**src/rtl/dmem_sram_responder_pkg.sv**
```systemverilog
// Shared types and limits for the data-memory SRAM responder.
// The FSM state encoding and the wait-counter width live here.
package dmem_sram_responder_pkg;

  typedef enum logic [1:0] {
    IDLE   = 2'd0,
    ACCESS = 2'd1,
    DONE   = 2'd2
  } state_t;

  localparam int CNT_W    = 4;
  localparam int WAIT_MIN = 1;
  localparam int WAIT_MAX = 15;

  function automatic logic word_aligned(input logic [1:0] lsb);
    return (lsb == 2'b00);
  endfunction

endpackage

```
**src/rtl/dmem_sram_responder_wait_counter.sv**
```systemverilog
// Strobe-active cycle counter; terminal flags the last SRAM access cycle.
module wait_counter
  import dmem_sram_responder_pkg::*;
#(
  parameter int WAIT_CYCLES = 2
) (
  input  logic clk,
  input  logic reset,
  input  logic clear,
  output logic terminal
);

  logic [CNT_W-1:0] count;

  always_ff @(posedge clk) begin
    if (reset || clear) count <= '0;
    else                count <= count + 1'b1;
  end

  assign terminal = (count == CNT_W'(WAIT_CYCLES - 1));

endmodule

```
**src/rtl/dmem_sram_responder.sv**
```systemverilog
// Data-port responder: turns single-cycle load/store requests into multi-cycle
// asynchronous SRAM accesses, stalling the core until the DONE cycle.
module dmem_sram_responder
  import dmem_sram_responder_pkg::*;
#(
  parameter int WAIT_CYCLES = 2,
  parameter int ADDR_BITS   = 16
) (
  input  logic                 clk,
  input  logic                 reset,
  input  logic [31:0]          addr,
  input  logic [31:0]          write_data,
  input  logic                 mem_read,
  input  logic                 mem_write,
  output logic [31:0]          read_data,
  output logic                 stall,
  output logic                 addr_err,
  output logic [ADDR_BITS-1:0] sram_addr,
  output logic [31:0]          sram_wdata,
  output logic                 sram_wdata_en,
  output logic                 sram_ce_n,
  output logic                 sram_oe_n,
  output logic                 sram_we_n,
  input  logic [31:0]          sram_rdata
);

  state_t state, state_next;
  logic   req, aligned, accept, terminal, count_clear;
  logic   op_write, access_next, write_next;
  logic   addr_unused;

  assign req         = mem_read | mem_write;
  assign aligned     = word_aligned(addr[1:0]);
  assign accept      = (state == IDLE) && req && aligned;
  assign count_clear = (state != ACCESS);
  // High address bits alias onto the same SRAM word by design.
  assign addr_unused = ^addr[31:ADDR_BITS+2];

  wait_counter #(.WAIT_CYCLES(WAIT_CYCLES)) u_wait_counter (
    .clk      (clk),
    .reset    (reset),
    .clear    (count_clear),
    .terminal (terminal)
  );

  always_ff @(posedge clk) begin
    if (reset) state <= IDLE;
    else       state <= state_next;
  end

  always_comb begin
    state_next = state;
    case (state)
      IDLE:    if (accept) state_next = ACCESS;
      ACCESS:  if (terminal) state_next = DONE;
      DONE:    state_next = IDLE;
      default: state_next = IDLE;
    endcase
  end

  // Strobes are registered, so they are computed from the state being entered.
  always_comb begin
    stall       = accept || (state == ACCESS);
    access_next = (state_next == ACCESS);
    write_next  = (state == IDLE) ? mem_write : op_write;
  end

  always_ff @(posedge clk) begin
    if (reset) begin
      op_write      <= 1'b0;
      sram_addr     <= '0;
      sram_wdata    <= '0;
      read_data     <= '0;
      addr_err      <= 1'b0;
      sram_ce_n     <= 1'b1;
      sram_oe_n     <= 1'b1;
      sram_we_n     <= 1'b1;
      sram_wdata_en <= 1'b0;
    end else begin
      if (accept) begin
        op_write   <= mem_write;
        sram_addr  <= addr[ADDR_BITS+1:2];
        sram_wdata <= write_data;
      end
      if ((state == ACCESS) && terminal && !op_write) read_data <= sram_rdata;
      addr_err      <= (state == IDLE) && req && !aligned;
      sram_ce_n     <= !access_next;
      sram_oe_n     <= !(access_next && !write_next);
      sram_we_n     <= !(access_next && write_next);
      sram_wdata_en <= access_next && write_next;
    end
  end

endmodule

```
**config.mk**
```make
export PLATFORM = sky130hd
export DESIGN_NAME = dmem_sram_responder
export DESIGN_NICKNAME = d
export VERILOG_FILES = /design/src/rtl/dmem_sram_responder_pkg.sv /design/src/rtl/dmem_sram_responder_wait_counter.sv /design/src/rtl/dmem_sram_responder.sv
export SDC_FILE = /design/constraint.sdc
export NUM_CORES = 1
export LEC_CHECK = 0
export BUFFER_PORTS_ARGS = -buffer_cell sky130_fd_sc_hd__buf_2
export CORE_ASPECT_RATIO = 0.8
export CORE_MARGIN = 1.5
export CORE_UTILIZATION = 47
export DETAILED_ROUTE_END_ITERATION = 12
export PLACE_DENSITY_LB_ADDON = 0.08
export SLEW_MARGIN = 40
export SYNTH_ARGS = -nofsm -noshare
export SYNTH_HDL_FRONTEND = slang
export SYNTH_SLANG_ARGS = --single-unit
```
**constraint.sdc**
```tcl
create_clock -name clk -period 1.9 [get_ports clk]
set_input_delay 0.38 -clock clk [delete_from_list [all_inputs] [get_ports clk]]
set_output_delay 0.38 -clock clk [all_outputs]
set_load 0.02 [all_outputs]
```
Yosys cells after proc, flatten, opt, wreduce, memory -nomap -nowiden

Index checks and enable logic that the tools add are counted.

Bitwise gates (word level): 1
Reductions and logical operators: 17
$add $sub $neg: 1
Muxes and demuxes: 4
Equal/unequal tests: 4

Operator list:

| kind                                                 | number |
|---|---|
| logical AND 1 bit                                    | 7 |
| zero test 1 bit                                      | 6 |
| adder 4 x 1 -> 4 bit (second input constant)         | 1 |
| equality test 2 x 1 -> 1 bit (second input constant) | 2 |
| equality test 4 x 1 -> 1 bit (second input constant) | 1 |
| zero test 2 bit                                      | 2 |
| 2-to-1 mux 2 bit                                     | 2 |
| case mux 2 bit (2 select lines)                      | 1 |
| logical OR 1 bit                                     | 2 |
| != test 2 x 1 -> 1 bit (second input constant)       | 1 |
| 2-to-1 mux 1 bit                                     | 1 |
| bitwise OR 1 bit                                     | 1 |

Word-level logic and storage cells: 38
Input bits: 100
Bits in registers: 92

Logic depth before layout (Yosys ltp)

Depth after elaboration: 8
Mapped depth: 6

By module

A second synthesis with hierarchy kept.

Cells, all modules: 395
Area total of the unflattened synthesis: 4031.4 µm²

By module, submodules not included:

| module              | area an instance (µm²) | cells an instance | instances |
|---|---|---|---|
| dmem_sram_responder | 3862.5                 | 379               | 1 |
| wait_counter        | 168.9                  | 16                | 1 |

Worst setup path after synthesis

Ideal clock, no wire load.

Kind: flip-flop to flip-flop
Start: register u_wait_counter.count[0]
End: register read_data[0]
Arrival time: 1.540 ns
Path buffers: 1
Data required time: 1.828 ns
Path slack: 0.289 ns
Cell stages (with the launch flop): 6
Cell sequence: dfxtp_1 ha_1 or3b_4 nor3_4 buf_8 mux2i_1

Longest elaborated chain between the ends: 3

Ends and longest elaborated chain:

| item                            | RTL line                               | text |
|---|---|---|
| start, declared                 | dmem_sram_responder_wait_counter.sv:13 | `logic [CNT_W-1:0] count;` |
| start signal, assigned          | dmem_sram_responder_wait_counter.sv:17 | `else count <= count + 1'b1;` |
| equality test 4 x 1 -> 1 bit    | dmem_sram_responder_wait_counter.sv:20 | `assign terminal = (count == CNT_W'(WAIT_CYCLES - 1));` |
| logical AND 1 bit (2 in series) | dmem_sram_responder.sv:85              | `if ((state == ACCESS) && terminal && !op_write) read_data <= sram_rdata;` |
| end signal, assigned            | dmem_sram_responder.sv:85              |  |
| end, declared                   | dmem_sram_responder.sv:15              | `output logic [31:0] read_data,` |

No other way between the ends.
A chain may end at the register's enable or synchronous reset.

Worst setup path after layout

Start: register state[1]
End: output port stall

Longest elaborated chain between the ends: 4
Elaborated cells on any way between the ends: 5
Those cells by class: eq/ne: 1; reduce/logical: 4

Ends and longest elaborated chain:

| item                            | RTL line                  | text |
|---|---|---|
| start, declared                 | dmem_sram_responder.sv:27 | `state_t state, state_next;` |
| start signal, assigned          | dmem_sram_responder.sv:48 | `else state <= state_next;` |
| zero test 2 bit                 | dmem_sram_responder.sv:34 | `assign accept = (state == IDLE) && req && aligned;` |
| logical AND 1 bit (2 in series) | dmem_sram_responder.sv:34 |  |
| logical OR 1 bit *              | dmem_sram_responder.sv:63 | `stall = accept \|\| (state == ACCESS);` |
| end, declared                   | dmem_sram_responder.sv:16 | `output logic stall,` |

Mark *: on every way between the ends. The rest lies on a longest branch, timed or not.

==> impl_summary.log <==
[metrics] run status: finished clean
[metrics] Worst Clk Skew: 0.00620 ns
[metrics] half-perimeter wire length after detailed placement: 6010 µm
[metrics] cell area after placement: 0.00498 mm²
[metrics] number of library cell types mapped by synthesis: 26
[metrics] pwr dens: 742 mW/mm²
[metrics] CTS tree: yes
[metrics] clock slew at reported path FFs: 0.09 ns
[metrics] Longest Clk Path Bufs: 2
[metrics] Crit Path Max Fanout: 5
[metrics] count of cells along the worst register-to-register path: 5
[metrics] initial antenna violation count: 0
[metrics] slew at the pin with the worst max-slew slack: 0.333 ns
[metrics] routed vias: 3124
[metrics] final count of pins violating max slew: 0
[metrics] library cell contributing the largest single delay on the critical path: dfxtp_1
[metrics] static leakage power: 0.00229 µW
[metrics] residual overflow from global routing: 0
[metrics] total number of yosys warnings: 0
[metrics] relative area change from synthesis to final layout: 28.7%
[metrics] time the final worst path needs with I/O delays and setup: 1.71 ns
[metrics] Port Buffers: 171
[metrics] share of the clock period used by the worst path after layout: 90.2%
[metrics] number of H-tree levels: 3
[metrics] net count of the mapped netlist: 495
[metrics] crit-path cells: nor2_2 -> nand3b_1 -> nand2_1 -> buf_2
[metrics] Top Family by Delay on Critical Path: simple AND/OR/NAND/NOR gates
[metrics] NumNets Final: 658
[metrics] final setup vio count: 0
[metrics] cell area after technology mapping: 0.00403 mm²
[metrics] post-synthesis register bit count: 92
[metrics] category of the worst setup path launch point: register
[metrics] DRC: 0
[metrics] count of buffer and inverter cells on the critical path: 1
[metrics] Setup CP Type: register to primary output
[metrics] Sinks on Clock Net: 92
[metrics] sequential element share of the synthesized area: 45.7%
[metrics] Worst EP arrival: 1.33 ns
[metrics] gp weighted congestion: 0.717
[metrics] Setup crit end kind: primary output
[metrics] detail-routed net length per standard cell: 12.6 µm
[metrics] effective utilization at floorplan: 47.9%
[metrics] number of diodes added for antenna fixing: 0
[metrics] largest net degree at the start of global routing: 93
[metrics] via density per instance: 4.64
[metrics] overall die height: 85.8 µm
[metrics] total design power: 3850 µW
[metrics] via count of the first global-routing pass: 3027
[metrics] synthesized instance count: 393
[metrics] First DRT Iteration DRCs: 100
[metrics] die span in x: 107 µm
[metrics] fraction of layout instances using a drive strength above 1: 35.7%
[metrics] overall routing resource usage: 18.8%
[metrics] required time reported for the critical path endpoint: 1.52 ns
[metrics] CP max stage delay: 0.35 ns
[metrics] hold violation count in the final report: 0
[metrics] TritonCTS Buffers: 9
[metrics] wire length of the first global-routing pass: 13700 µm
[metrics] count of cell instances traversed by the critical path: 4
[metrics] cell area after layout: 0.00519 mm²
[metrics] total wire length after detailed routing: 8490 µm
[metrics] max_slew headroom: 77.3%
[metrics] clock insertion delay at the later pin of the skew report: 0.35 ns
[metrics] summed negative setup slack over all endpoints: 0 ns
[metrics] Max IR drop VDD: 0.000403 V
[metrics] setup repair after global routing missed its margin: false
[metrics] worst hold path stage count: 3
[metrics] setup bufs post-CTS: 0
[metrics] highest clock frequency the design can meet: 0.584 GHz
[metrics] max-cap check violation count: 0
[metrics] final-layout fill cell count: 724
[metrics] standard-cell rows: 30
[metrics] class of the tightest hold or removal check: input port to register
[metrics] ports placed on the boundary: 186
[metrics] Core Footprint: 0.00841 mm²
[metrics] Clock Root Buffer: clkbuf_8
[metrics] die area: 0.00915 mm²
[metrics] syn_area_per_cell: 10.3 µm²
[metrics] Detailed Routing Iterations Pass 1: 4
[metrics] residual antenna-violating net count after detailed routing: 0
[sequential cells by signal (all words and copies together), names as in the netlist]
signal / flops
read_data: 32
sram_wdata: 32
sram_addr: 16
u_wait_counter.count: 4
state: 2
addr_err: 1
op_write: 1
sram_ce_n: 1
sram_oe_n: 1
sram_wdata_en: 1
sram_we_n: 1
[layout make-up]
| cell class | count | area, µm² | share of cell area [%] |
|---|---|---|---|
| multi-input cells | 273 | 2030 | 39.2 |
| flip-flops and latches | 92 | 1840 | 35.5 |
| clock buffers | 10 | 138 | 2.65 |
| well taps | 112 | 140 | 2.70 |
| clock inverters | 6 | 63.8 | 1.23 |
| inverters | 1 | 3.75 | 0.0724 |
| repair buffers | 179 | 966 | 18.6 |
[cells in the mapped netlist]
master     count  area [µm²]
a2111o_1       1        11.3
a2111oi_0      1        8.76
a21boi_0       1        7.51
and2_2         1        7.51
and3b_1        1        8.76
buf_2          1        5.00
buf_4          5        37.5
buf_8          3        45.0
clkbuf_1      18        67.6
dfxtp_1       92        1840
ha_1           2        25.0
inv_1          1        3.75
mux2i_1       81         811
nand2_1        3        11.3
nand2b_1     162        1010
nand3_1        1        5.00
nand3b_1       1        7.51
nand4b_1       1        8.76
nor2_1         9        33.8
nor3_4         1        16.3
nor4b_1        1        8.76
o211ai_1       1        7.51
o21ai_0        2        10.0
or3b_4         1        11.3
xnor2_1        1        8.76
xor2_1         1        8.76
[worst register-to-register path: cells and delay by family, from the launching register on]
kind | cells | cell delay (ns)
AND/OR/NAND/NOR | 2 | 0.60
adder cells (fa/ha/maj) | 1 | 0.16
buffers and inverters | 1 | 0.26
flip-flops | 1 | 0.38
multiplexers | 1 | 0.24
[final timing paths]
path,slack (ns),start,endpoint
max,0.19,state[1]$_SDFF_PP0_,stall
min reg2reg,0.47,sram_wdata[8]$_SDFFE_PP0P_,sram_wdata[8]$_SDFFE_PP0P_
min,0.27,write_data[12],sram_wdata[12]$_SDFFE_PP0P_
max reg2reg,0.20,u_wait_counter.count[0]$_SDFF_PP0_,read_data[12]$_SDFFE_PP0P_
[logic make-up after synthesis]
logic type	after synthesis	synth area share, %
xor+xnor	2	0.435
mux	81	20.1
buf+inv	28	3.94
compound gates	6	1.12
simple gates	182	28.1
fa+ha+maj	2	0.621
flops	92	45.7
[per-stage QoR]
step	utilization, %	hold slack [ns]	instances	setup slack [ns]
global placement	59.3	0.447	657	0.294
detailed placement	59.3	0.458	657	0.190
floorplan	-	0.433	393	0.289
global route	61.7	0.251	673	0.0374
finish	61.7	0.271	673	0.186
CTS	61.7	0.251	673	0.0757
[layout by cell type, fill, tap and decap left out]
cell type   instances
a2111o_1            1
a2111oi_0           1
a21boi_0            1
and2_2              1
and3b_2             1
buf_12              4
buf_2             171
buf_4               4
bufinv_16           1
clkbuf_8           10
clkinv_2            2
clkinv_4            1
clkinvlp_4          2
dfxtp_1            92
ha_1                2
inv_1               1
mux2i_1            81
nand2_1             3
nand2b_1          162
nand3_1             1
nand3b_1            1
nand4b_1            1
nor2_1              8
nor2_2              1
nor3_4              1
nor4b_1             1
o211ai_1            1
o21ai_0             2
or3b_4              1
xnor2_1             1
xor2_1              1
[repair_timing]
| item | in CTS | in global routing |
|---|---|---|
| setup endpoints to repair | 0 | 1 |
| hold buffers | 0 | 0 |
| gates resized for setup | 0 | 1 |
[routing by layer]
metal,wire (µm),vias up,GRT usage (%),share of wire [%]
li1,-,1588,-,-
met1,3680,1411,21.1,43
met2,3910,110,31.9,46
met3,730,15,7.45,8.6
met4,173,0,8.00,2.0
met5,0,-,0,0
[report_power, final]
group          internal (µW)  total, µW  switching (µW)
Combinational            245        495             250
Clock                    642       1330             692
Sequential              1990       2020            31.2
Total                   2880       3850             973
(Power assumes the default switching activity.)
